File: config.mk
export PLATFORM = sky130hd
export DESIGN_NAME = if_fetch_unit_flat
export DESIGN_NICKNAME = d
export VERILOG_FILES = /design/src/rtl/mips_pkg.sv /design/src/rtl/if_fetch_unit_if.sv /design/src/rtl/pc_next_sel.sv /design/src/rtl/if_fetch_unit.sv /design/src/flat_wrapper.sv
export SDC_FILE = /design/constraint.sdc
export NUM_CORES = 1
export LEC_CHECK = 0
export BUFFER_PORTS_ARGS = -buffer_cell sky130_fd_sc_hd__buf_2
export CORE_AREA = 2 2 104 106
export CTS_CLUSTER_DIAMETER = 80
export DETAILED_ROUTE_END_ITERATION = 12
export DIE_AREA = 0 0 106 108
export GPL_TIMING_DRIVEN = 0
export HOLD_SLACK_MARGIN = 0.1
export PLACE_DENSITY = 0.7
export SYNTH_ARGS = -nofsm -noshare
export SYNTH_HDL_FRONTEND = slang
export SYNTH_HIERARCHICAL = 1
export SYNTH_SLANG_ARGS = --single-unit
File: constraint.sdc
create_clock -name clk -period 2.7 [get_ports clk]
set_input_delay 0.135 -clock clk [delete_from_list [all_inputs] [get_ports clk]]
set_output_delay 0.135 -clock clk [all_outputs]
set_load 0.02 [all_outputs]
File: src/rtl/mips_pkg.sv
// rtl/mips_pkg.sv - shared instruction-field positions, encodings and fetch FSM states
package mips_pkg;

  localparam logic [31:0] NOP_WORD      = 32'h0000_0000;
  localparam logic [31:0] HALT_WORD_DEF = 32'hFFFF_FFFF;
  localparam logic [31:0] RESET_PC_DEF  = 32'h0000_0000;

  localparam int OP_MSB    = 31;
  localparam int OP_LSB    = 26;
  localparam int RS_MSB    = 25;
  localparam int RS_LSB    = 21;
  localparam int RT_MSB    = 20;
  localparam int RT_LSB    = 16;
  localparam int RD_MSB    = 15;
  localparam int RD_LSB    = 11;
  localparam int SH_MSB    = 10;
  localparam int SH_LSB    = 6;
  localparam int FN_MSB    = 5;
  localparam int FN_LSB    = 0;
  localparam int JIDX_MSB  = 25;
  localparam int IMM_MSB   = 15;
  localparam int J26_BIT   = 26;

  typedef enum logic [1:0] {
    ST_RUN   = 2'd0,
    ST_FLUSH = 2'd1,
    ST_HALT  = 2'd2
  } fetch_state_e;

endpackage

File: src/rtl/if_fetch_unit_if.sv
// rtl/if_fetch_unit_if.sv - instruction-memory read bus between fetch unit and imem
interface if_fetch_unit_if;
  logic [31:0] imem_addr;
  logic [31:0] imem_data;

  modport master (output imem_addr, input imem_data);
  modport slave  (input imem_addr, output imem_data);
endinterface

File: src/rtl/pc_next_sel.sv
// rtl/pc_next_sel.sv - redirect target priority mux (JR > Jump > Branch) and PC+4 adder
module pc_next_sel (
  input  logic [31:0] pc_i,
  input  logic        jr_i,
  input  logic [31:0] jr_target_i,
  input  logic        jump_i,
  input  logic [25:0] jump_target_i,
  input  logic        branch_i,
  input  logic [31:0] branch_target_i,
  output logic [31:0] pc_plus4_o,
  output logic        redir_o,
  output logic [31:0] target_o
);

  assign pc_plus4_o = pc_i + 32'd4;
  assign redir_o    = jr_i | jump_i | branch_i;

  always_comb begin
    target_o = branch_target_i;
    if (jr_i) begin
      target_o = jr_target_i;
    end else if (jump_i) begin
      // Jump region comes from the sequential PC, not from the jump itself.
      target_o = {pc_plus4_o[31:28], jump_target_i, 2'b00};
    end
  end

endmodule

File: src/rtl/if_fetch_unit.sv
// rtl/if_fetch_unit.sv - instruction fetch stage: PC, field slicing, flush/halt control
module if_fetch_unit
  import mips_pkg::*;
#(
  parameter logic [31:0] RESET_PC     = RESET_PC_DEF,
  parameter int          FLUSH_CYCLES = 1,
  parameter logic [31:0] HALT_WORD    = HALT_WORD_DEF
) (
  input  logic               clk,
  input  logic               rst,
  input  logic               PCWrite,
  input  logic               JR,
  input  logic [31:0]        JR_target,
  input  logic               Jump,
  input  logic [25:0]        Jump_target,
  input  logic               Branch,
  input  logic [31:0]        Branch_target,
  if_fetch_unit_if.master    imem,
  output logic [31:0]        PCaddout,
  output logic [5:0]         ins31_26out,
  output logic [5:0]         ins5_0out,
  output logic [4:0]         ins25_21out,
  output logic [4:0]         ins20_16out,
  output logic [4:0]         ins15_11out,
  output logic [4:0]         ins10_6out,
  output logic [25:0]        ins25_0out,
  output logic [15:0]        ins15_0out,
  output logic               ins_26out,
  output logic               flush,
  output logic               halted
);

  localparam logic [1:0] FLUSH_RELOAD = 2'(FLUSH_CYCLES - 1);

  logic [31:0]  pc_q, pc_d;
  logic [1:0]   cnt_q, cnt_d;
  fetch_state_e state_q, state_d;
  logic [31:0]  pc_plus4, target, word;
  logic         redir;

  pc_next_sel u_pc_next_sel (
    .pc_i            (pc_q),
    .jr_i            (JR),
    .jr_target_i     (JR_target),
    .jump_i          (Jump),
    .jump_target_i   (Jump_target),
    .branch_i        (Branch),
    .branch_target_i (Branch_target),
    .pc_plus4_o      (pc_plus4),
    .redir_o         (redir),
    .target_o        (target)
  );

  always_comb begin
    pc_d    = pc_q;
    state_d = state_q;
    cnt_d   = cnt_q;
    if (redir) begin
      pc_d = target;
      if (FLUSH_CYCLES > 1) begin
        state_d = ST_FLUSH;
        cnt_d   = FLUSH_RELOAD;
      end else begin
        state_d = ST_RUN;
        cnt_d   = 2'd0;
      end
    end else begin
      case (state_q)
        ST_RUN: begin
          // The halt word itself is not consumed: PC stays on it.
          if (PCWrite) begin
            if (imem.imem_data == HALT_WORD) state_d = ST_HALT;
            else                             pc_d    = pc_plus4;
          end
        end
        ST_FLUSH: begin
          if (PCWrite) pc_d = pc_plus4;
          if (cnt_q <= 2'd1) begin
            state_d = ST_RUN;
            cnt_d   = 2'd0;
          end else begin
            cnt_d = cnt_q - 2'd1;
          end
        end
        ST_HALT: ;
        default: state_d = ST_RUN;
      endcase
    end
  end

  always_ff @(posedge clk or negedge rst) begin
    if (!rst) begin
      pc_q    <= RESET_PC;
      state_q <= ST_RUN;
      cnt_q   <= 2'd0;
    end else begin
      pc_q    <= pc_d;
      state_q <= state_d;
      cnt_q   <= cnt_d;
    end
  end

  assign halted         = (state_q == ST_HALT);
  assign flush          = redir | (state_q == ST_FLUSH);
  assign imem.imem_addr = pc_q;
  assign word           = halted ? NOP_WORD : imem.imem_data;
  assign PCaddout       = halted ? 32'd0 : pc_plus4;

  assign ins31_26out = word[OP_MSB:OP_LSB];
  assign ins25_21out = word[RS_MSB:RS_LSB];
  assign ins20_16out = word[RT_MSB:RT_LSB];
  assign ins15_11out = word[RD_MSB:RD_LSB];
  assign ins10_6out  = word[SH_MSB:SH_LSB];
  assign ins5_0out   = word[FN_MSB:FN_LSB];
  assign ins25_0out  = word[JIDX_MSB:0];
  assign ins15_0out  = word[IMM_MSB:0];
  assign ins_26out   = word[J26_BIT];

endmodule

File: src/flat_wrapper.sv
// flat-port wrapper written by rule: the top's interface ports become plain ports
module if_fetch_unit_flat import mips_pkg::*;
#(
  parameter logic [31:0] RESET_PC     = RESET_PC_DEF,
  parameter int          FLUSH_CYCLES = 1,
  parameter logic [31:0] HALT_WORD    = HALT_WORD_DEF
)
  (clk, rst, PCWrite, JR, JR_target, Jump, Jump_target, Branch, Branch_target, PCaddout, ins31_26out, ins5_0out, ins25_21out, ins20_16out, ins15_11out, ins10_6out, ins25_0out, ins15_0out, ins_26out, flush, halted, imem_imem_addr, imem_imem_data);
  if_fetch_unit_if imem_i ();
  input  logic clk;
  input  logic rst;
  input  logic PCWrite;
  input  logic JR;
  input  logic [31:0] JR_target;
  input  logic Jump;
  input  logic [25:0] Jump_target;
  input  logic Branch;
  input  logic [31:0] Branch_target;
  output logic [31:0] PCaddout;
  output logic [5:0] ins31_26out;
  output logic [5:0] ins5_0out;
  output logic [4:0] ins25_21out;
  output logic [4:0] ins20_16out;
  output logic [4:0] ins15_11out;
  output logic [4:0] ins10_6out;
  output logic [25:0] ins25_0out;
  output logic [15:0] ins15_0out;
  output logic ins_26out;
  output logic flush;
  output logic halted;
  output wire logic [$bits(imem_i.imem_addr)-1:0] imem_imem_addr;
  input wire logic [$bits(imem_i.imem_data)-1:0] imem_imem_data;
  assign imem_imem_addr = imem_i.imem_addr;
  assign imem_i.imem_data = imem_imem_data;
  if_fetch_unit #(.RESET_PC(RESET_PC), .FLUSH_CYCLES(FLUSH_CYCLES), .HALT_WORD(HALT_WORD)) u_core (.clk(clk), .rst(rst), .PCWrite(PCWrite), .JR(JR), .JR_target(JR_target), .Jump(Jump), .Jump_target(Jump_target), .Branch(Branch), .Branch_target(Branch_target), .imem(imem_i), .PCaddout(PCaddout), .ins31_26out(ins31_26out), .ins5_0out(ins5_0out), .ins25_21out(ins25_21out), .ins20_16out(ins20_16out), .ins15_11out(ins15_11out), .ins10_6out(ins10_6out), .ins25_0out(ins25_0out), .ins15_0out(ins15_0out), .ins_26out(ins_26out), .flush(flush), .halted(halted));
endmodule
---- Yosys cells after proc, flatten, opt, wreduce, memory -nomap -nowiden ----
Index checks and enable logic that the tools add are counted.
word-level totals
  logic and storage cells ................. 40
  output and inout port bits .............. 141
  bits in registers ....................... 36
cells by class
  reduce and logical (&&, ||, !) cells .... 5
  equality and inequality tests ........... 9
  order comparisons ....................... 1
  muxes and demuxes ....................... 17
  bitwise operators ....................... 3
  add/sub/neg operators ................... 2
operators with widths
  operator                                                        number
  2-to-1 mux 32 bit                                               8
  one-hot mux 32 bit (2 select lines)                             1
  adder 32 x 3 -> 32 bit, second input constant                   1
  equality test 32 bit, second input constant                     1
  2-to-1 mux 2 bit                                                7
  != test 3 x 2 -> 1 bit, second input constant                   3
  AND reduction 4 bit                                             2
  != test 3 x 1 -> 1 bit, second input constant                   2
  one-hot mux 2 bit (3 select lines)                              1
  OR 1 bit                                                        3
  nonzero test 3 bit                                              1
  equality test 2 x 1 -> 1 bit, second input constant             1
  equality test 2 bit, second input constant                      1
  less-or-equal comparator 2 x 1 -> 1 bit, second input constant  1
  logical NOT 2 bit                                               1
  != test 2 bit, second input constant                            1
  nonzero test 2 bit                                              1
  subtractor 2 x 1 -> 2 bit, second input constant                1

---- Logic depth before layout (Yosys ltp) ----
  word-level depth ........................ 5
  depth in mapped cells ................... 9

---- Modules after synthesis ----
Netlist, hierarchy kept.
by module, submodules not included
  module         seq. area each (µm²)  cells each  times used  area an instance (µm²)
  if_fetch_unit  825.8                 233         1           2568.7
  pc_next_sel    0.0                   182         1           1228.7

---- Worst setup path after synthesis ----
OpenSTA, ideal clock, no wires.
  path kind ............................... reg-to-reg
  start point ............................. register u_core.pc_q[2] (netlist: u_core/imem.imem_addr[2])
  end point ............................... register u_core.pc_q[30] (netlist: u_core/imem.imem_addr[30])
  data arrival time ....................... 2217 ps
  required time ........................... 2575 ps
  cell stages (with the launch flop) ...... 9
  period minus slack after synthesis ...... 2342 ps
  path slack .............................. 358 ps
  setup time .............................. 125 ps
  path buffers ............................ 0
  path through ............................ dfrtp_1 -> ha_1 -> and4_1 -> and4bb_4 -> nand2_1 -> xnor2_1 -> a221o_1 -> mux2_2 -> mux2_4
between the ends
  elaborated cells between the ends (all ways) .. 8
  those cells by class .................... add/sub (1); mux (7)
RTL lines
  element                        RTL line             RTL
  start: declaration             if_fetch_unit.sv:35  logic [31:0] pc_q, pc_d;
  start signal: assignment       if_fetch_unit.sv:97  pc_q <= pc_d;
  adder 32 x 3 -> 32 bit         pc_next_sel.sv:15    assign pc_plus4_o = pc_i + 32'd4;
  named net u_core.pc_plus4[30]  if_fetch_unit.sv:38  logic [31:0] pc_plus4, target, word;
  2-to-1 mux 32 bit              pc_next_sel.sv:22    end else if (jump_i) begin
  2-to-1 mux 32 bit              pc_next_sel.sv:20    if (jr_i) begin
  named net u_core.target[30]    if_fetch_unit.sv:38
  2-to-1 mux 32 bit              if_fetch_unit.sv:58  if (redir) begin
The timed path passes the listed nets, and every way through them passes these cells. The select of a mux whose other input is x is not followed.
A chain may end at the register's enable or synchronous reset.

---- Final worst setup path ----
  start point ............................. register u_core.pc_q[10] (netlist: u_core/imem.imem_addr[10])
  end point ............................... output port PCaddout[23]
between the ends
  cells in the longest elaborated chain, start to end .. 2
ends and longest elaborated chain
  element                        RTL line              RTL
  adder 32 x 3 -> 32 bit         pc_next_sel.sv:15
  named net u_core.pc_plus4[23]  if_fetch_unit.sv:38
  2-to-1 mux 32 bit              if_fetch_unit.sv:107  assign PCaddout = halted ? 32'd0 : pc_plus4;
  end: declaration               flat_wrapper.sv:19    output logic [31:0] PCaddout;
The timed path passes the listed nets, and every way through them passes these cells.

==> results.sh <==
export IMPL_area_growth_syn_to_layout_pct=42.6
export IMPL_path_clk_slew_ns=0.07
export IMPL_crit_chain="nand4_4, nor4_4, nand2_1, nor2_1, xor2_1, nor2b_1, buf_2"
export IMPL_timing_critical_path_slowest_stage_cell="sky130_fd_sc_hd__nor4_4"
export IMPL_finish_net_count=819
export IMPL_fp_dieW_um=106
export IMPL_setup_ws_post_layout_ns=0.197
export IMPL_synth_yosys_seq_area_share_pct=21.7
export IMPL_worst_ir_drop_vdd_v=0.000204
export IMPL_die_area_um2=11400
export IMPL_worst_path_max_fanout=6
export IMPL_worst_endpoint_arrival_ns=2.37
export IMPL_rows=37
export IMPL_synth_warnings=6
export IMPL_top_level_ports=269
export IMPL_cts_buffers_inserted=5
export IMPL_critical_path_max_stage_delay_ns=0.57
export IMPL_startpoint_type="register"
export IMPL_fmaxAchievable_mhz=400
export IMPL_drt_antenna_violating_nets=0
export IMPL_post_synth_num_cell_types=37
export IMPL_rr_worst_depth=7
export IMPL_vias=4030
export IMPL_cp_required_ns=2.57
export IMPL_tns_ns=0
export IMPL_insertion_delay_ns=0.29
export IMPL_final_min_clock_period_ns=2.50
export IMPL_r2r_end="u_core/imem.imem_addr[31]$_DFFE_PN0P_"
export IMPL_worst_hold_path_depth=3
export IMPL_clock_sinks=33
export IMPL_grt_util_all_layers_pct=23.0
export IMPL_cts_root_buffer_cell="sky130_fd_sc_hd__clkbuf_8"
export IMPL_drt_wl_total_um=13700
export IMPL_highest_signal_layer="met4"
export IMPL_edff_count_synth=0
export IMPL_drt_first_iter_violations=200
export IMPL_worstHoldStart="PCWrite"
export IMPL_grt_first_pass_wirelength_um=20900
export IMPL_pwr_density_cell_nw_per_um2=390
export IMPL_wl_met3_um=847
export IMPL_end_kind="primary output"
export IMPL_cts_tree="done"
export IMPL_final_hold_viol_count=0
export IMPL_critical_path_n_buffers_inverters=1
export IMPL_static_leakage_power_uw=0.00287
export IMPL_synthesis_area_um2=3800
export IMPL_wire_per_inst_um=16.6
export IMPL_drt_met1_wl_um=6090
export IMPL_clock_tree_buffer_depth=2
export IMPL_slew_violations=0
export IMPL_number_of_global_route_vias_before_repair=4021
export IMPL_drc=0
export IMPL_syn_mean_instance_area_um2=9.15
export IMPL_viasPerCell=4.87
export IMPL_netlist_instances=415
export IMPL_post_dp_cell_area_um2=5300
export IMPL_outcome="completed"
export IMPL_routed_wl_met2_um=6780
export IMPL_min_to="u_core/state_q[1]$_DFFE_PN0P_"
export IMPL_yosys_most_used_dff="sky130_fd_sc_hd__dfrtp_1"
export IMPL_postCtsSetupRepairBufs=0
export IMPL_synth_top_area_share_pct=21.7
export IMPL_synth_async_reset_ratio_pct=100
export IMPL_pre_cts_slack_ns=0.0218
export IMPL_floorplan_initialDensity_pct=37.1
export IMPL_fraction_of_final_layout_cells_sized_beyond_drive_strength_1_pct=58.2
export IMPL_port_buffers=267
export IMPL_post_synth_top_count_cell="sky130_fd_sc_hd__nor2b_1"
export IMPL_final_setup_skew_ns=0.00644
export IMPL_grt_remaining_overflow=0
export IMPL_slew_headroom_pct=46.2
export IMPL_post_synthesis_net_count=544
export IMPL_grt_start_max_net_pins=34
export IMPL_rr_startpoint="u_core/imem.imem_addr[10]$_DFFE_PN0P_"
export IMPL_worstSetupPathType="reg2out"
export IMPL_n_antenna_cell=0
export IMPL_antenna_found_initial=0
export IMPL_setup_viol=0
export IMPL_number_of_levels_in_the_clock_h_tree=2
export IMPL_rsz0062_at_grt="no"
export IMPL_fp_dieH_um=108
export IMPL_critPathTopFamily="simple AND/OR/NAND/NOR gates"
export IMPL_yosysTopAreaCell="sky130_fd_sc_hd__dfrtp_1"
export IMPL_max_cap_violations=0
export IMPL_yosys_top_cells_count="sky130_fd_sc_hd__nor2b_1 (65), sky130_fd_sc_hd__buf_4 (45), sky130_fd_sc_hd__nand2_1 (35)"
export IMPL_core_area_um2=10200
export IMPL_period_utilization_pct=92.7
export IMPL_layout_cell_area_non_filler_um2=5420
export IMPL_gp_congestion=0.843
export IMPL_place_hpwl_um=11100
export IMPL_transition_time_of_the_tightest_slew_check_pin_ns=0.808
export IMPL_worst_hold_path_type="in2reg"
export IMPL_regToRegSetupSlack_ns=0.26
export IMPL_ys_ff_latch=33
export IMPL_synthTopCellsByArea="sky130_fd_sc_hd__dfrtp_1 (22%), sky130_fd_sc_hd__mux2_4 (12%), sky130_fd_sc_hd__nor2b_1 (11%), sky130_fd_sc_hd__mux2_2 (10%), sky130_fd_sc_hd__buf_4 (8.9%)"
export IMPL_dr_pass1_iters=4
per-layer routing:
metal,vias to the layer above,track usage [%]
met5,-,0
met4,0,3.20
met3,2,3.98
met2,147,39.7
met1,1936,31.1
li1,1945,-
layout by cell type, fill, tap and decap left out, drive strengths merged, types with 2 or more instances in the layout:
master,count
a21o,3
a22o,5
and3,2
and4,2
buf,319
clkbuf,25
dfrtp,33
inv,3
mux2,64
mux2i,26
nand2,35
nand3,11
nand4,18
nor2,11
nor2b,65
nor3,2
nor4,4
o21ai,26
xnor2,20
xor2,8
registers in the layout, indices dropped and copies added (netlist names):
signal and flops:
u_core/imem.imem_addr 32, u_core/state_q 1
power by group:
group | internal (uW) | switching (uW)
logic | 480 | 558
registers | 553 | 96.6
clock network | 231 | 192
worst max-delay path by stage:
stage / from / slack [ns] / cells past startpoint / to
finish: u_core/imem.imem_addr[10]$_DFFE_PN0P_ / 0.20 / 7 / PCaddout[23]
floorplan: u_core/imem.imem_addr[2]$_DFFE_PN0P_ / 0.36 / 8 / u_core/imem.imem_addr[30]$_DFFE_PN0P_
global route: u_core/imem.imem_addr[4]$_DFFE_PN0P_ / 0.01 / 6 / PCaddout[29]
CTS: u_core/imem.imem_addr[4]$_DFFE_PN0P_ / 0.12 / 7 / PCaddout[23]
global placement: JR / 0.06 / 7 / u_core/imem.imem_addr[5]$_DFFE_PN0P_
detailed placement: JR / 0.02 / 7 / u_core/imem.imem_addr[6]$_DFFE_PN0P_
cells by family (layout without fill, tap and decap cells):
kind of cell | count (synthesis) | after routing | synth area share (%)
flip-flops | 33 | 33 | 21.7
multiplexers | 90 | 90 | 28.8
AO/OA/AOI/OAI | 37 | 37 | 5.83
AND/OR/NAND/NOR | 153 | 153 | 24.2
adder cells (fa/ha/maj) | 1 | 1 | 0.329
XOR/XNOR | 28 | 28 | 6.66
buffers and inverters | 73 | 349 | 12.4
timing repair:
item / 4_1_cts / 5_1_grt
hold buffers: 1 / 0
endpoints found under the setup margin: 0 / 1
gates resized for setup: 0 / 0
endpoints found under the hold margin: 33 / 0
per-stage QoR:
step	hold slack, ns	utilization, %	std cells	power [uW]
after floorplan	-0.161	-	415	1310
after global placement	0.264	51.8	818	1680
after detailed placement	0.270	51.8	818	1700
after CTS	0.113	52.9	827	2130
after global routing	0.118	52.9	827	2230
final	0.124	52.9	827	2110
final cells by class:
class | instances | area (um2)
Multi-Input combinational cell | 309 | 2500
Clock buffer | 7 | 96.3
Buffer | 70 | 460
Sequential cell | 33 | 826
Clock inverter | 1 | 5.00
Fill cell | 1009 | 4820
Inverter | 3 | 11.3
Timing Repair Buffer | 268 | 1350
Tap cell | 136 | 170
worst min-delay path, delay by kind of cell:
family / cells / cell delay (ns)
compound gates: 1 / 0.07
buf+inv: 1 / 0.09
simple gates: 1 / 0.08
No activity file was read; power rests on OpenSTA's default activity.
